$ cat src/rtl/pipeline_ctrl_pkg.sv
// Shared pipeline control types: per-stage hold/flush bundle and the redirect FSM state.
package pipeline_ctrl_pkg;

    typedef enum logic {
        IDLE = 1'b0,
        PEND = 1'b1
    } redir_state_t;

    typedef struct packed {
        logic hold_f;
        logic hold_d;
        logic hold_e;
        logic hold_m;
        logic flush_d;
        logic flush_e;
        logic flush_w;
    } pipe_ctrl_t;

    localparam pipe_ctrl_t CTRL_NONE = '0;

    function automatic logic any_hold(pipe_ctrl_t c);
        return c.hold_f | c.hold_d | c.hold_e | c.hold_m;
    endfunction

endpackage

$ cat src/rtl/pipeline_ctrl_if.sv
// Stall/redirect bundle between the pipeline stages (master) and the hazard controller (slave).
interface pipeline_ctrl_if #(
    parameter int PC_W  = 64,
    parameter int CNT_W = 32
);
    logic             imem_busy;
    logic             dmem_busy;
    logic             stopd;
    logic             branch;
    logic [PC_W-1:0]  branch_pc;
    logic             hold_f;
    logic             hold_d;
    logic             hold_e;
    logic             hold_m;
    logic             flush_d;
    logic             flush_e;
    logic             flush_w;
    logic             kill_f;
    logic             redirect_valid;
    logic [PC_W-1:0]  redirect_pc;
    logic [CNT_W-1:0] stall_cycles;
    logic [CNT_W-1:0] flush_count;

    modport master (
        output imem_busy, dmem_busy, stopd, branch, branch_pc,
        input  hold_f, hold_d, hold_e, hold_m, flush_d, flush_e, flush_w,
        input  kill_f, redirect_valid, redirect_pc, stall_cycles, flush_count
    );

    modport slave (
        input  imem_busy, dmem_busy, stopd, branch, branch_pc,
        output hold_f, hold_d, hold_e, hold_m, flush_d, flush_e, flush_w,
        output kill_f, redirect_valid, redirect_pc, stall_cycles, flush_count
    );
endinterface

$ cat src/rtl/pipeline_ctrl.sv
// Hazard/redirect controller: stall priority encoder, deferred-redirect FSM and perf counters.
// state | meaning
// IDLE  | no redirect outstanding; a taken branch redirects at once if fetch is idle
// PEND  | redirect waiting for the in-flight fetch; its response is killed
module pipeline_ctrl
    import pipeline_ctrl_pkg::*;
#(
    parameter int PC_W  = 64,
    parameter int CNT_W = 32
) (
    input  logic            clk,
    input  logic            resetn,
    pipeline_ctrl_if.slave  bus
);

    redir_state_t     state_q, state_d;
    logic [PC_W-1:0]  tgt_q, tgt_d;
    logic [CNT_W-1:0] stall_q, flush_q;
    pipe_ctrl_t       ctrl;
    logic             br;
    logic             kill;
    logic             redir;
    logic [PC_W-1:0]  redir_pc;

    // Memory stall dominates; a taken branch squashes any load-use bubble on the wrong path.
    always_comb begin
        br   = bus.branch & ~bus.dmem_busy;
        ctrl = CTRL_NONE;
        if (bus.dmem_busy) begin
            ctrl.hold_f  = 1'b1;
            ctrl.hold_d  = 1'b1;
            ctrl.hold_e  = 1'b1;
            ctrl.hold_m  = 1'b1;
            ctrl.flush_w = 1'b1;
        end else if (bus.branch) begin
            ctrl.flush_d = 1'b1;
            ctrl.flush_e = 1'b1;
        end else if (bus.stopd) begin
            ctrl.hold_f  = 1'b1;
            ctrl.hold_d  = 1'b1;
            ctrl.flush_e = 1'b1;
        end
    end

    always_comb begin
        state_d  = state_q;
        tgt_d    = tgt_q;
        kill     = 1'b0;
        redir    = 1'b0;
        redir_pc = bus.branch_pc;
        case (state_q)
            IDLE: begin
                if (br) begin
                    if (bus.imem_busy) begin
                        tgt_d   = bus.branch_pc;
                        state_d = PEND;
                    end else begin
                        redir = 1'b1;
                    end
                end
            end
            PEND: begin
                kill     = 1'b1;
                redir_pc = tgt_q;
                if (br) begin
                    tgt_d = bus.branch_pc;
                end else if (!bus.imem_busy) begin
                    redir   = 1'b1;
                    state_d = IDLE;
                end
            end
            default: state_d = IDLE;
        endcase
    end

    always_ff @(posedge clk or negedge resetn) begin
        if (!resetn) begin
            state_q <= IDLE;
            tgt_q   <= '0;
            stall_q <= '0;
            flush_q <= '0;
        end else begin
            state_q <= state_d;
            tgt_q   <= tgt_d;
            if (any_hold(ctrl)) stall_q <= stall_q + 1'b1;
            if (redir)          flush_q <= flush_q + 1'b1;
        end
    end

    // All controls are forced low while reset is held, regardless of inputs.
    assign bus.hold_f         = resetn & ctrl.hold_f;
    assign bus.hold_d         = resetn & ctrl.hold_d;
    assign bus.hold_e         = resetn & ctrl.hold_e;
    assign bus.hold_m         = resetn & ctrl.hold_m;
    assign bus.flush_d        = resetn & ctrl.flush_d;
    assign bus.flush_e        = resetn & ctrl.flush_e;
    assign bus.flush_w        = resetn & ctrl.flush_w;
    assign bus.kill_f         = resetn & kill;
    assign bus.redirect_valid = resetn & redir;
    assign bus.redirect_pc    = resetn ? redir_pc : '0;
    assign bus.stall_cycles   = stall_q;
    assign bus.flush_count    = flush_q;

endmodule

$ cat src/flat_wrapper.sv
// flat-port wrapper written by rule: the top's interface ports become plain ports
module pipeline_ctrl_flat import pipeline_ctrl_pkg::*;
#(
    parameter int PC_W  = 64,
    parameter int CNT_W = 32
)
  (clk, resetn, bus_imem_busy, bus_dmem_busy, bus_stopd, bus_branch, bus_branch_pc, bus_hold_f, bus_hold_d, bus_hold_e, bus_hold_m, bus_flush_d, bus_flush_e, bus_flush_w, bus_kill_f, bus_redirect_valid, bus_redirect_pc, bus_stall_cycles, bus_flush_count);
  pipeline_ctrl_if #(.PC_W(PC_W), .CNT_W(CNT_W)) bus_i ();
  input  logic clk;
  input  logic resetn;
  input wire logic [$bits(bus_i.imem_busy)-1:0] bus_imem_busy;
  input wire logic [$bits(bus_i.dmem_busy)-1:0] bus_dmem_busy;
  input wire logic [$bits(bus_i.stopd)-1:0] bus_stopd;
  input wire logic [$bits(bus_i.branch)-1:0] bus_branch;
  input wire logic [$bits(bus_i.branch_pc)-1:0] bus_branch_pc;
  output wire logic [$bits(bus_i.hold_f)-1:0] bus_hold_f;
  output wire logic [$bits(bus_i.hold_d)-1:0] bus_hold_d;
  output wire logic [$bits(bus_i.hold_e)-1:0] bus_hold_e;
  output wire logic [$bits(bus_i.hold_m)-1:0] bus_hold_m;
  output wire logic [$bits(bus_i.flush_d)-1:0] bus_flush_d;
  output wire logic [$bits(bus_i.flush_e)-1:0] bus_flush_e;
  output wire logic [$bits(bus_i.flush_w)-1:0] bus_flush_w;
  output wire logic [$bits(bus_i.kill_f)-1:0] bus_kill_f;
  output wire logic [$bits(bus_i.redirect_valid)-1:0] bus_redirect_valid;
  output wire logic [$bits(bus_i.redirect_pc)-1:0] bus_redirect_pc;
  output wire logic [$bits(bus_i.stall_cycles)-1:0] bus_stall_cycles;
  output wire logic [$bits(bus_i.flush_count)-1:0] bus_flush_count;
  assign bus_i.imem_busy = bus_imem_busy;
  assign bus_i.dmem_busy = bus_dmem_busy;
  assign bus_i.stopd = bus_stopd;
  assign bus_i.branch = bus_branch;
  assign bus_i.branch_pc = bus_branch_pc;
  assign bus_hold_f = bus_i.hold_f;
  assign bus_hold_d = bus_i.hold_d;
  assign bus_hold_e = bus_i.hold_e;
  assign bus_hold_m = bus_i.hold_m;
  assign bus_flush_d = bus_i.flush_d;
  assign bus_flush_e = bus_i.flush_e;
  assign bus_flush_w = bus_i.flush_w;
  assign bus_kill_f = bus_i.kill_f;
  assign bus_redirect_valid = bus_i.redirect_valid;
  assign bus_redirect_pc = bus_i.redirect_pc;
  assign bus_stall_cycles = bus_i.stall_cycles;
  assign bus_flush_count = bus_i.flush_count;
  pipeline_ctrl #(.PC_W(PC_W), .CNT_W(CNT_W)) u_core (.clk(clk), .resetn(resetn), .bus(bus_i));
endmodule
$ cat config.mk
export PLATFORM = sky130hd
export DESIGN_NAME = pipeline_ctrl_flat
export DESIGN_NICKNAME = d
export VERILOG_FILES = /design/src/rtl/pipeline_ctrl_pkg.sv /design/src/rtl/pipeline_ctrl_if.sv /design/src/rtl/pipeline_ctrl.sv /design/src/flat_wrapper.sv
export SDC_FILE = /design/constraint.sdc
export NUM_CORES = 1
export LEC_CHECK = 0
export CAP_MARGIN = 40
export CORE_MARGIN = 2
export CORE_UTILIZATION = 35
export DETAILED_ROUTE_END_ITERATION = 8
export GPL_ROUTABILITY_DRIVEN = 0
export GPL_TIMING_DRIVEN = 0
export HOLD_SLACK_MARGIN = 0.08
export PLACE_DENSITY = 0.69
export SLEW_MARGIN = 15
export SYNTH_ARGS = -nofsm -noshare
export SYNTH_HDL_FRONTEND = slang
export SYNTH_SLANG_ARGS = --single-unit
$ cat constraint.sdc
create_clock -name clk -period 1.6 [get_ports clk]
set_input_delay 0.24 -clock clk [delete_from_list [all_inputs] [get_ports clk]]
set_output_delay 0.24 -clock clk [all_outputs]
set_load 0.05 [all_outputs]
; Word-level counts from Yosys, hierarchy flattened
; Index checks and enable logic that the tools add are counted.
[word_totals]
reg_bits = 129
word_cells = 49
[classes]
n_reduce_logical = 1
n_mux = 24
n_bitwise = 15
addsub = 2
eq_ne = 3
[ops]
columns = op, count
row1 = 64-bit two-way mux, 5
row2 = 64-bit case mux with 2 select lines, 1
row3 = "32-bit by 1-bit adder with 32-bit output, second input constant", 2
row4 = 1-bit two-way mux, 11
row5 = 1-bit AND, 10
row6 = 2-bit two-way mux, 5
row7 = "2-bit != test, second input constant", 2
row8 = 1-bit case mux with 2 select lines, 2
row9 = 1-bit OR, 3
row10 = 3-bit AND reduction, 1
row11 = "2-bit by 1-bit != test with 1-bit output, second input constant", 1
row12 = 1-bit NOT, 2

; Longest topological paths before layout
; Gate-level depths: netlist (run 1).
[depth]
ltp_word = 6
ltp_mapped = 6
ltp_nobuf = 6

; Worst setup path before layout (run 1)
; OpenSTA, ideal clock, no wires.
[synth_timing]
path_kind = register to output
start = register u_core.state_q
end = output port bus_redirect_pc[25]
required_ns = 1.360
arrival_time_ns = 1.916
path_stages_with_launch = 6
path_buffers = 3
setup_slack_ns = -0.556
path_cell_list = dfrtp_1 -> buf_2 -> clkbuf_1 -> buf_2 -> mux2i_1 -> nor2b_1
[synth_between]
elab_chain_cells = 2
[synth_rtl]
columns = element, line_no
row1 = from (decl), pipeline_ctrl.sv:16  ; redir_state_t state_q, state_d;
row2 = from (signal assigned), pipeline_ctrl.sv:83  ; state_q <= state_d;
row3 = 64-bit two-way mux, pipeline_ctrl.sv:51  ; case (state_q)
row4 = 64-bit two-way mux, pipeline_ctrl.sv:100  ; assign bus.redirect_pc = resetn ? redir_pc : '0;
row5 = to (decl), flat_wrapper.sv:25  ; output wire logic [$bits(bus_i.redirect_pc)-1:0] bus_redirect_pc;
; No other way between the ends.

; Worst setup path after layout (run 1)
[layout_timing]
start = register u_core.state_q
end = output port bus_redirect_pc[33]
; The elaborated chain is that of the path after synthesis.

==> impl_metrics.json, run 1 <==
{
  "r2r_setup_slack_ns": -0.35,
  "synth_seq_cells": 129,
  "rsz0062_at_grt": "true",
  "cts.clk_slew.worst_paths_ns": 0.05,
  "synth.distinct_cells": 39,
  "viasPerCell": 4.95,
  "clock_path_buffers": 2,
  "layout_common_cells": "dfrtp_1 (86), buf_6 (69), clkdlybuf4s50_1 (65)",
  "num_io_pins": 207,
  "fp.dieH_um": 140,
  "synth_top_family_by_area": "multiplexers",
  "syn_inst": 551,
  "grt_antenna_before_repair": 2,
  "grt_overflow": 0,
  "ys_seq_area_share_pct": 49.6,
  "postSynthAreaPerCell_um2": 11.8,
  "vdd.ir_drop.worst_v": 0.000720,
  "cts_tree": "built",
  "nFillCells": 1257,
  "synth_top_area_share_pct": 49.6,
  "start_kind": "flop",
  "syn-num-nets": 623,
  "post-route-min-period_ns": 1.99,
  "slew_viol_final": 0,
  "synth_top_cell_by_area": "dfrtp_1",
  "coreArea_um2": 18100,
  "initial_utilization_pct": 36.0,
  "clock_sinks": 129,
  "design_area_um2": 12400,
  "grt_max_degree": 39,
  "maxCapViolations": 0,
  "violations": "negative setup slack",
  "totalWireLength_mm": 21.2,
  "dp_hpwl_mm": 12.5,
  "final_common_cell": "dfrtp_1",
  "dpl_cell_area_um2": 9420,
  "ys.flop_type": "dfrtp_1",
  "yosys.area_share.xor_xnor_pct": 8.35,
  "synthTopCellsByArea": "dfrtp_1 (50%), mux2_2 (11%), mux2i_1 (9.8%)",
  "cellLeakagePower_nw": 5.34,
  "grt_pass1_vias": 5730,
  "powerDensity_nw_per_um2": 1050,
  "fin_skew_ns": 0.00638,
  "worst_setup_path_end_kind": "primary output",
  "cts_buffers": 17,
  "track_usage_pct": 20.8,
  "clockRootBuffer": "clkbuf_16",
  "drc": 0,
  "setup_ws_ns": -0.394,
  "first_iter_violations": 160,
  "final_hold_viol_count": 0,
  "layout-drive-gt1-share_pct": 61.7,
  "area.growth.synth_to_final_pct": 91.3,
  "status": "complete, but fails checks",
  "min_path_type": "input pin to flop",
  "clock.fmax_mhz": 501,
  "yosys.area_share.simple_pct": 17.0,
  "ys_warn_count": 0,
  "synthMuxAreaShare_pct": 21.6,
  "drtPass1Iterations": 4,
  "synth_compound_area_share_pct": 0.808,
  "insertion_delay_ns": 0.41,
  "worstMarginPinSlew_ns": 0.508,
  "grt_pass1_wl_mm": 32.2,
  "avgRoutedWirePerCell_um": 18.9,
  "p_total_mw": 13.1,
  "cp.required_ns": 1.36,
  "htreeDepth": 4,
  "slew_headroom_pct": 66.3,
  "finalSetupViolCount": 165,
  "die_x_um": 140,
  "critPathKind": "flop to primary output",
  "vias": 5567,
  "dieArea_um2": 19700,
  "final_nets": 952,
  "synth_area_um2": 6500,
  "synth-async-reset-ratio_pct": 100,
  "setup_tns_ns": -43.22,
  "synth_adder_area_share_pct": 0.385,
  "numPortBuffers": 206,
  "cp_max_fo": 7,
  "ant_nets": 0,
  "fp-row-count": 49,
  "worstPathArrival_ns": 1.75,
  "period_share_pct": 125,
  "synth_edf_count": 0
}
timing repair:
item,in CTS,in global routing
resized for setup,816,123
setup endpoints to repair,244,209
hold buffers,9,0
setup buffers,50,26
endpoints found under the hold margin,129,0
pin swaps,25,36
gates cloned,11,7
critical path, cell delays in order (launching register included):
cell,delay (ns)
dfrtp_1,0.37
buf_6,0.14
clkbuf_16,0.18
buf_16,0.16
mux2i_4,0.19
nor2b_4,0.13
buf_6,0.16
registers in the layout (all words and copies together) (netlist names):
name / count
u_core.bus.flush_count: 32
u_core.bus.stall_cycles: 32
u_core.state_q: 1
u_core.tgt_q: 64
area by class of cell:
type / instances / area, um^2 / area share [%]
Antenna cell: 2 / 5.00 / 0.0402
Buffer: 25 / 380 / 3.06
Clock buffer: 26 / 499 / 4.01
Clock inverter: 6 / 105 / 0.845
Inverter: 6 / 22.5 / 0.181
Multi-Input combinational cell: 391 / 4450 / 35.8
Sequential cell: 129 / 3280 / 26.4
Tap cell: 229 / 287 / 2.30
Timing Repair Buffer: 310 / 3410 / 27.4
cell families (layout without fill, tap and decap cells):
kind of cell             Yosys count  in the layout
AO/OA/AOI/OAI                      7              7
XOR/XNOR                          62             62
adder cells (fa/ha/maj)            2              2
buffers and inverters             31            373
flip-flops                       129            129
multiplexers                     131            131
other                              0              2
AND/OR/NAND/NOR                  189            189
synth_stat cells (4+ instances only):
master / number
or2_2: 4
xor2_1: 20
mux2i_1: 64
nor2_1: 16
mux2_2: 66
and2_1: 6
nor3_1: 6
inv_1: 5
nand2_1: 23
buf_2: 11
nand4_1: 16
xnor2_1: 42
and3_1: 13
dfrtp_1: 129
nand3_1: 22
nor2b_1: 68
clkbuf_1: 11
per-layer routing:
metal	GRT usage, %	up-vias	share of wire, %
met3	4.07	13	3.7
met5	0	-	0
met1	26.6	2834	42
met2	36.5	145	53
li1	-	2575	-
met4	4.84	0	0.89
worst paths after layout:
check                                                        start                                 endpoint  cells past startpoint
max                                       u_core.state_q$_DFF_PN0_                      bus_redirect_pc[33]                      6
min                                              bus_branch_pc[20]             u_core.tgt_q[20]$_DFFE_PN0P_                      2
max reg2reg                               u_core.state_q$_DFF_PN0_   u_core.bus.flush_count[27]$_DFFE_PN0P_                     10
min reg2reg                u_core.bus.stall_cycles[31]$_DFFE_PN0P_  u_core.bus.stall_cycles[31]$_DFFE_PN0P_                      1
max in group asynchronous                                   resetn   u_core.bus.stall_cycles[3]$_DFFE_PN0P_                      6
min in group asynchronous                                   resetn              u_core.tgt_q[4]$_DFFE_PN0P_                      3
power by group:
part / total, mW / switching (mW) / internal, mW
sequential: 4.32 / 0.511 / 3.81
clock: 4.00 / 1.39 / 2.61
combinational: 4.76 / 2.51 / 2.25
total: 13.1 / 4.40 / 8.67
per-stage QoR:
stage	util, %	hold slack, ns	setup slack [ns]	cells
floorplan	-	-0.0556	-0.219	551
global placement	51.9	0.459	-5.57	986
detailed placement	52.1	0.204	-1.31	987
CTS	65.0	0.456	-0.388	1089
global route	68.8	0.476	-0.490	1124
finish	68.8	0.473	-0.394	1124
No activity file was read; power rests on OpenSTA's default activity.
==> inputs of run 2 (changes only) <==
--- a/config.mk
+++ b/config.mk
@@ -5,14 +5,15 @@
 export SDC_FILE = /design/constraint.sdc
 export NUM_CORES = 1
 export LEC_CHECK = 0
+export ABC_AREA = 1
 export CAP_MARGIN = 40
-export CORE_MARGIN = 2
-export CORE_UTILIZATION = 35
+export CORE_MARGIN = 5
+export CORE_UTILIZATION = 40
 export DETAILED_ROUTE_END_ITERATION = 8
 export GPL_ROUTABILITY_DRIVEN = 0
 export GPL_TIMING_DRIVEN = 0
 export HOLD_SLACK_MARGIN = 0.08
-export PLACE_DENSITY = 0.69
+export PLACE_DENSITY = 0.75
 export SLEW_MARGIN = 15
 export SYNTH_ARGS = -nofsm -noshare
 export SYNTH_HDL_FRONTEND = slang
==> run 2 against run 1 <==
Net effect: global-route usage grew 1.1 points; clock skew grew 0.00057 ns; the flow still finishes with violations (negative setup slack); first-iteration DRC count grew 150%; fmax up 3.8%; critical path depth is the same; total power shrank 5.0%; critical path type unchanged; worst setup slack better by 0.073 ns; critical endpoint is now bus_redirect_pc[37].
==> impl_metrics.json, run 2 <==
{
  "critPathBufInv": 4,
  "first_iter_violations": 398,
  "violations": "negative setup slack",
  "grt_pass1_vias": 6904,
  "postSynthAreaPerCell_um2": 7.64,
  "setup_ws_ns": -0.321,
  "start_kind": "flop",
  "syn_inst": 907,
  "cp_max_fo": 6,
  "powerDensity_nw_per_um2": 1050,
  "cts_tree": "built",
  "r2r-start": "u_core.state_q$_DFF_PN0_",
  "ys_top_cells_by_count": "nand2_1 (209), dfrtp_1 (129), inv_1 (128), o21ai_0 (91), a21oi_1 (64)",
  "max_stage_delay_ns": 0.41,
  "drtPass1Iterations": 5,
  "clock_path_buffers": 2,
  "grt_max_degree": 39,
  "dp_hpwl_mm": 15.1,
  "fin_skew_ns": 0.00695,
  "initial_utilization_pct": 40.5,
  "dp.cells": 1339,
  "final_common_cell": "nand2_1",
  "worstRegToRegCells": 11,
  "synth_top_cell_by_area": "dfrtp_1",
  "cellLeakagePower_nw": 5.34,
  "grt_pass1_wl_mm": 35.3,
  "coreArea_um2": 17100,
  "final_hold_viol_count": 0,
  "totalWireLength_mm": 23.6,
  "ant_nets": 0,
  "multiInputGateArea_um2": 3980,
  "ys_seq_area_share_pct": 46.6,
  "finalSetupViolCount": 79,
  "fp-row-count": 48,
  "maxCapViolations": 0,
  "cts_buffers": 17,
  "nFillCells": 1276,
  "rsz0062_at_grt": "true",
  "crit_slowest_cell": "dfrtp_1",
  "critPathKind": "flop to primary output",
  "clockRootBuffer": "clkbuf_16",
  "track_usage_pct": 21.9,
  "period_share_pct": 120,
  "grt_overflow": 0,
  "worst_setup_path_end_kind": "primary output",
  "final_nets": 1243,
  "insertion_delay_ns": 0.42,
  "worstPathArrival_ns": 1.68,
  "min_from": "bus_branch_pc[52]",
  "ys_warn_count": 0,
  "grt_antenna_before_repair": 1,
  "stdcell_count": 1410,
  "area.growth.synth_to_final_pct": 71.4,
  "synth_area_um2": 6930,
  "die_x_um": 142,
  "r2r_setup_slack_ns": -0.09,
  "clock_sinks": 129,
  "avgRoutedWirePerCell_um": 16.7,
  "clock.fmax_mhz": 520,
  "numPortBuffers": 206,
  "dieArea_um2": 20000,
  "seqCellArea_um2": 3240,
  "status": "complete, but fails checks",
  "min_path_type": "input pin to flop",
  "ys.flop_type": "dfrtp_1",
  "synth_seq_cells": 129,
  "synth-async-reset-ratio_pct": 100,
  "drc": 0,
  "viasPerCell": 5.08,
  "largest_register": "u_core.tgt_q",
  "vdd.ir_drop.worst_v": 0.000766,
  "path_cells": "inv_4 -> buf_12 -> clkbuf_16 -> o21ai_2 -> a21oi_4 -> buf_6",
  "slew_headroom_pct": 42.5,
  "slew_viol_final": 0,
  "synth_edf_count": 0,
  "cp_num_cells": 6,
  "setup_tns_ns": -19.04,
  "synth_top_area_share_pct": 46.6,
  "cp.required_ns": 1.36,
  "critPathTopFamily": "buffers and inverters",
  "fin_hold_ws_ns": 0.426,
  "synthTopCellsByArea": "dfrtp_1 (47%), nand2_1 (11%), inv_1 (6.9%)",
  "num_io_pins": 207,
  "syn-num-nets": 979,
  "htreeDepth": 4,
  "layout-drive-gt1-share_pct": 34.5,
  "min_path_cells": 3,
  "worstMarginPinSlew_ns": 0.860,
  "vias": 7168,
  "holdPathEnd": "u_core.tgt_q[52]$_DFFE_PN0P_",
  "post-route-min-period_ns": 1.92,
  "largest_reg_flops": 64,
  "synth.distinct_cells": 31,
  "layout_common_cells": "nand2_1 (205), inv_1 (125), dfrtp_1 (119)",
  "cts.clk_slew.worst_paths_ns": 0.06,
  "fp.dieH_um": 142,
  "p_total_mw": 12.4,
  "reg2reg_to": "u_core.bus.flush_count[28]$_DFFE_PN0P_",
  "synth_most_common_cell": "nand2_1"
}
-- run 2: cell types whose count changed after synthesis, sizes merged, moves of 12 or more --
| cell | before | now |
|---|---|---|
| nand2 | 23 | 215 |
| o21ai | 1 | 134 |
| inv | 6 | 134 |
| nor2b | 69 | 0 |
| mux2 | 66 | 0 |
| mux2i | 65 | 0 |
| a21oi | 1 | 64 |
| nor2 | 18 | 76 |
| xnor2 | 42 | 18 |
| nand3 | 23 | 36 |
| and3 | 13 | 1 |
| clkbuf | 11 | 23 |
-- run 2: what timing repair did --
item / 4_1_cts / 5_1_grt
gates cloned: 6 / 7
pin swaps: 6 / 16
setup endpoints to repair: 157 / 173
resized for setup: 808 / 159
endpoints found under the hold margin: 129 / 53
setup buffers: 10 / 5
hold buffers: 3 / 7
-- run 2: worst max path at each step --
stage,start,slack [ns],end
after global routing,u_core.state_q$_DFF_PN0_,-0.39,bus_redirect_pc[2]
final,u_core.state_q$_DFF_PN0_,-0.32,bus_redirect_pc[37]
after detailed placement,resetn,-1.44,bus_redirect_pc[62]
after global placement,resetn,-5.92,bus_redirect_pc[59]
after floorplan,u_core.state_q$_DFF_PN0_,-0.34,bus_redirect_pc[40]
after CTS,u_core.state_q$_DFF_PN0_,-0.33,bus_redirect_pc[50]
-- run 2: metrics by stage --
stage / setup slack [ns] / instance area [um^2] / util (%)
floorplan: -0.342 / 7430 / -
global placement: -5.92 / 9770 / 57.1
detailed placement: -1.44 / 9800 / 57.2
CTS: -0.330 / 11200 / 65.4
global route: -0.389 / 11900 / 69.4
finish: -0.321 / 11900 / 69.4
-- run 2: cells by family (layout without fill, tap and decap cells) --
logic type / Yosys count / in the layout / share of synthesized area [%]
compound gates: 199 / 199 / 14.5
xor+xnor: 41 / 41 / 5.18
fa+ha+maj: 2 / 2 / 0.361
buf+inv: 174 / 450 / 9.93
flops: 129 / 129 / 46.6
other cells: 0 / 1 / 0
simple gates: 362 / 363 / 23.4
-- run 2: power by group --
group          internal [mW]  switching, mW  leakage [nW]
logic                   1.57           2.61          3.41
registers               3.74          0.435          1.63
clock network           2.58           1.49         0.298
-- run 2: final cells by class --
cell class	count	share of cell area, %
inverters	134	4.31
plain buffers	40	4.35
well taps	225	2.37
clock inverters	12	1.33
clock buffers	20	3.93
flip-flops and latches	129	27.3
multi-input cells	605	33.5
diodes	1	0.0211
repair buffers	244	22.9
-- run 2: worst register-to-register path, stage by stage (launching register included) --
cell     delay (ns)
dfrtp_1        0.41
inv_4          0.14
buf_6          0.11
nand2_2        0.04
nand2_2        0.08
nand2_4        0.07
buf_12         0.14
nor2_4         0.26
nand2_2        0.13
nor2_4         0.13
nand3_1        0.08
nand2_1        0.06
-- run 2: layer usage --
| layer | global-route usage, % | wire length, um | vias up | part of all wire, % |
|---|---|---|---|---|
| met5 | 0 | 0 | - | 0 |
| met4 | 7.37 | 467 | 0 | 2.0 |
| met3 | 5.70 | 1440 | 35 | 6.1 |
| met2 | 34.9 | 11700 | 228 | 49 |
| met1 | 29.1 | 10000 | 3484 | 42 |
| li1 | - | - | 3421 | - |
==> inputs of run 3 (changes only) <==
--- a/config.mk
+++ b/config.mk
@@ -7,10 +7,10 @@
 export LEC_CHECK = 0
 export ABC_AREA = 1
 export CAP_MARGIN = 40
+export CORE_ASPECT_RATIO = 1.75
 export CORE_MARGIN = 5
 export CORE_UTILIZATION = 40
 export DETAILED_ROUTE_END_ITERATION = 8
-export GPL_ROUTABILITY_DRIVEN = 0
 export GPL_TIMING_DRIVEN = 0
 export HOLD_SLACK_MARGIN = 0.08
 export PLACE_DENSITY = 0.75
==> run 3 against run 2 <==
Net effect: the flow still finishes with violations (negative setup slack); clock power decreased by 7.4%; global-route usage increased by 1.7 points; count of clock-buffer cells in the layout decreased by 2; combinational power decreased by 3%; final cell count decreased by 0.43%; total power decreased by 3.2%; worst setup slack got worse by 0.031 ns; utilization decreased by 1.0 points; largest cell class unchanged; highest routed layer unchanged.
==> impl_metrics.json, run 3 (synthesis results as in run 2) <==
{
  "clock_sinks": 129,
  "fin_skew_ns": 0.0147,
  "worstPathArrival_ns": 1.71,
  "clock_path_buffers": 2,
  "drc": 0,
  "cts_buffers": 17,
  "start_kind": "flop",
  "clock.fmax_mhz": 512,
  "cp_max_fo": 8,
  "layout_common_cells": "nand2_1 (204), inv_1 (122), dfrtp_1 (119)",
  "final_nets": 1235,
  "worstMarginPinSlew_ns": 0.559,
  "critPathKind": "flop to primary output",
  "cp.required_ns": 1.36,
  "totalWireLength_mm": 23.8,
  "dpl_cell_area_um2": 9820,
  "maxCapViolations": 0,
  "cts_tree": "built",
  "final_hold_viol_count": 0,
  "grt_overflow": 0,
  "worst_setup_path_end_kind": "primary output",
  "period_share_pct": 122,
  "vias": 7177,
  "drtPass1Iterations": 5,
  "grt_max_degree": 43,
  "rsz0062_at_grt": "true",
  "cts.clk_slew.worst_paths_ns": 0.06,
  "htreeDepth": 4,
  "largest_reg_flops": 64,
  "coreArea_um2": 17000,
  "multiInputGateArea_um2": 3920,
  "largest_register": "u_core.tgt_q",
  "dp_hpwl_mm": 16.1,
  "final_common_cell": "nand2_1",
  "num_io_pins": 207,
  "fp.dieH_um": 184,
  "avgRoutedWirePerCell_um": 17.0,
  "setup_ws_ns": -0.352,
  "post-route-min-period_ns": 1.95,
  "numPortBuffers": 206,
  "design_area_um2": 11600,
  "layout-drive-gt1-share_pct": 33.6,
  "dp.cells": 1342,
  "slew_headroom_pct": 62.6,
  "die_x_um": 109,
  "slew_viol_final": 0,
  "finalSetupViolCount": 66,
  "cellLeakagePower_nw": 5.26,
  "track_usage_pct": 23.5,
  "grt_pass1_wl_mm": 37.1,
  "first_iter_violations": 318,
  "min_path_type": "input pin to async pin",
  "viasPerCell": 5.11,
  "fp-row-count": 63,
  "powerDensity_nw_per_um2": 1030,
  "gp_congestion": 0.925,
  "status": "complete, but fails checks",
  "initial_utilization_pct": 40.7,
  "stdcell_count": 1404,
  "seqCellArea_um2": 3240,
  "p_total_mw": 12.0,
  "dieArea_um2": 20200,
  "insertion_delay_ns": 0.43,
  "vdd.ir_drop.worst_v": 0.000637,
  "violations": "negative setup slack",
  "ant_nets": 0,
  "final_core_util_pct": 68.3,
  "clockRootBuffer": "clkbuf_16",
  "grt_antenna_before_repair": 1,
  "nFillCells": 1329,
  "grt_pass1_vias": 7416,
  "area.growth.synth_to_final_pct": 68.0
}
## run 3: cell count changes in the layout (fill, tap and decap cells not counted), sizes merged, moves of 2 or more
cell / delta
bufbuf: +2
buf: -9
clkbuf: -2
clkdlybuf4s15: +2
inv: +3
bufinv: -2
## run 3: final timing paths
| path | slack (ns) | endpoint | start | depth (start not counted) |
|---|---|---|---|---|
| worst max-delay path | -0.35 | bus_redirect_pc[34] | u_core.state_q$_DFF_PN0_ | 6 |
| worst min-delay path | 0.18 | u_core.bus.stall_cycles[28]$_DFFE_PN0P_ | resetn | 3 |
| worst max register to register | -0.01 | u_core.bus.flush_count[28]$_DFFE_PN0P_ | u_core.state_q$_DFF_PN0_ | 10 |
| worst min register to register | 0.48 | u_core.tgt_q[0]$_DFFE_PN0P_ | u_core.tgt_q[0]$_DFFE_PN0P_ | 2 |
| max in group asynchronous | 0.57 | u_core.bus.stall_cycles[13]$_DFFE_PN0P_ | resetn | 4 |
| min in group clk | 0.38 | u_core.tgt_q[49]$_DFFE_PN0P_ | bus_branch_pc[49] | 3 |
## run 3: per-layer routing
metal	routed length, um	vias up	GRT usage (%)
li1	-	3407	-
met3	1090	66	4.46
met1	9060	3483	26.1
met2	12700	221	42.6
met5	0	-	0
met4	1020	0	10.7
## run 3: where the power goes
group	switching [mW]	leakage, nW	total (mW)	internal (mW)
Sequential	0.446	1.63	4.18	3.73
Clock	1.61	0.268	3.77	2.16
Combinational	2.57	3.36	4.07	1.50
## run 3: critical path, stage by stage, from the launching register on
cell and delay (ns):
dfrtp_1 0.41, inv_4 0.13, buf_12 0.16, clkbuf_16 0.16, o21ai_4 0.05, a21oi_2 0.19, buf_6 0.19
## run 3: layout make-up
cell class                      instances  area share [%]
Tap cell                              227            2.44
Timing Repair Buffer                  239            23.1
Antenna cell                            1          0.0215
Inverter                              134            4.43
Buffer                                 38            3.66
Clock inverter                         14            1.14
Sequential cell                       129            27.9
Clock buffer                           18            3.69
Multi-Input combinational cell        604            33.7
## run 3: repair_timing
item,4_1_cts,5_1_grt
setup endpoints to repair,147,173
cloned,9,1
resized for setup,831,123
pin swaps,7,4
hold buffers,5,2
hold endpoints to repair,129,23
setup buffers,11,3
## run 3: per-stage QoR
step / setup WS (ns) / hold WS [ns] / TNS [ns]
after global routing: -0.400 / 0.217 / -23.38
after global placement: -6.09 / 0.461 / -1110.40
after CTS: -0.325 / -0.357 / -20.97
after detailed placement: -1.82 / 0.174 / -118.29
after floorplan: -0.342 / -0.0556 / -5.02
final: -0.352 / 0.175 / -18.03
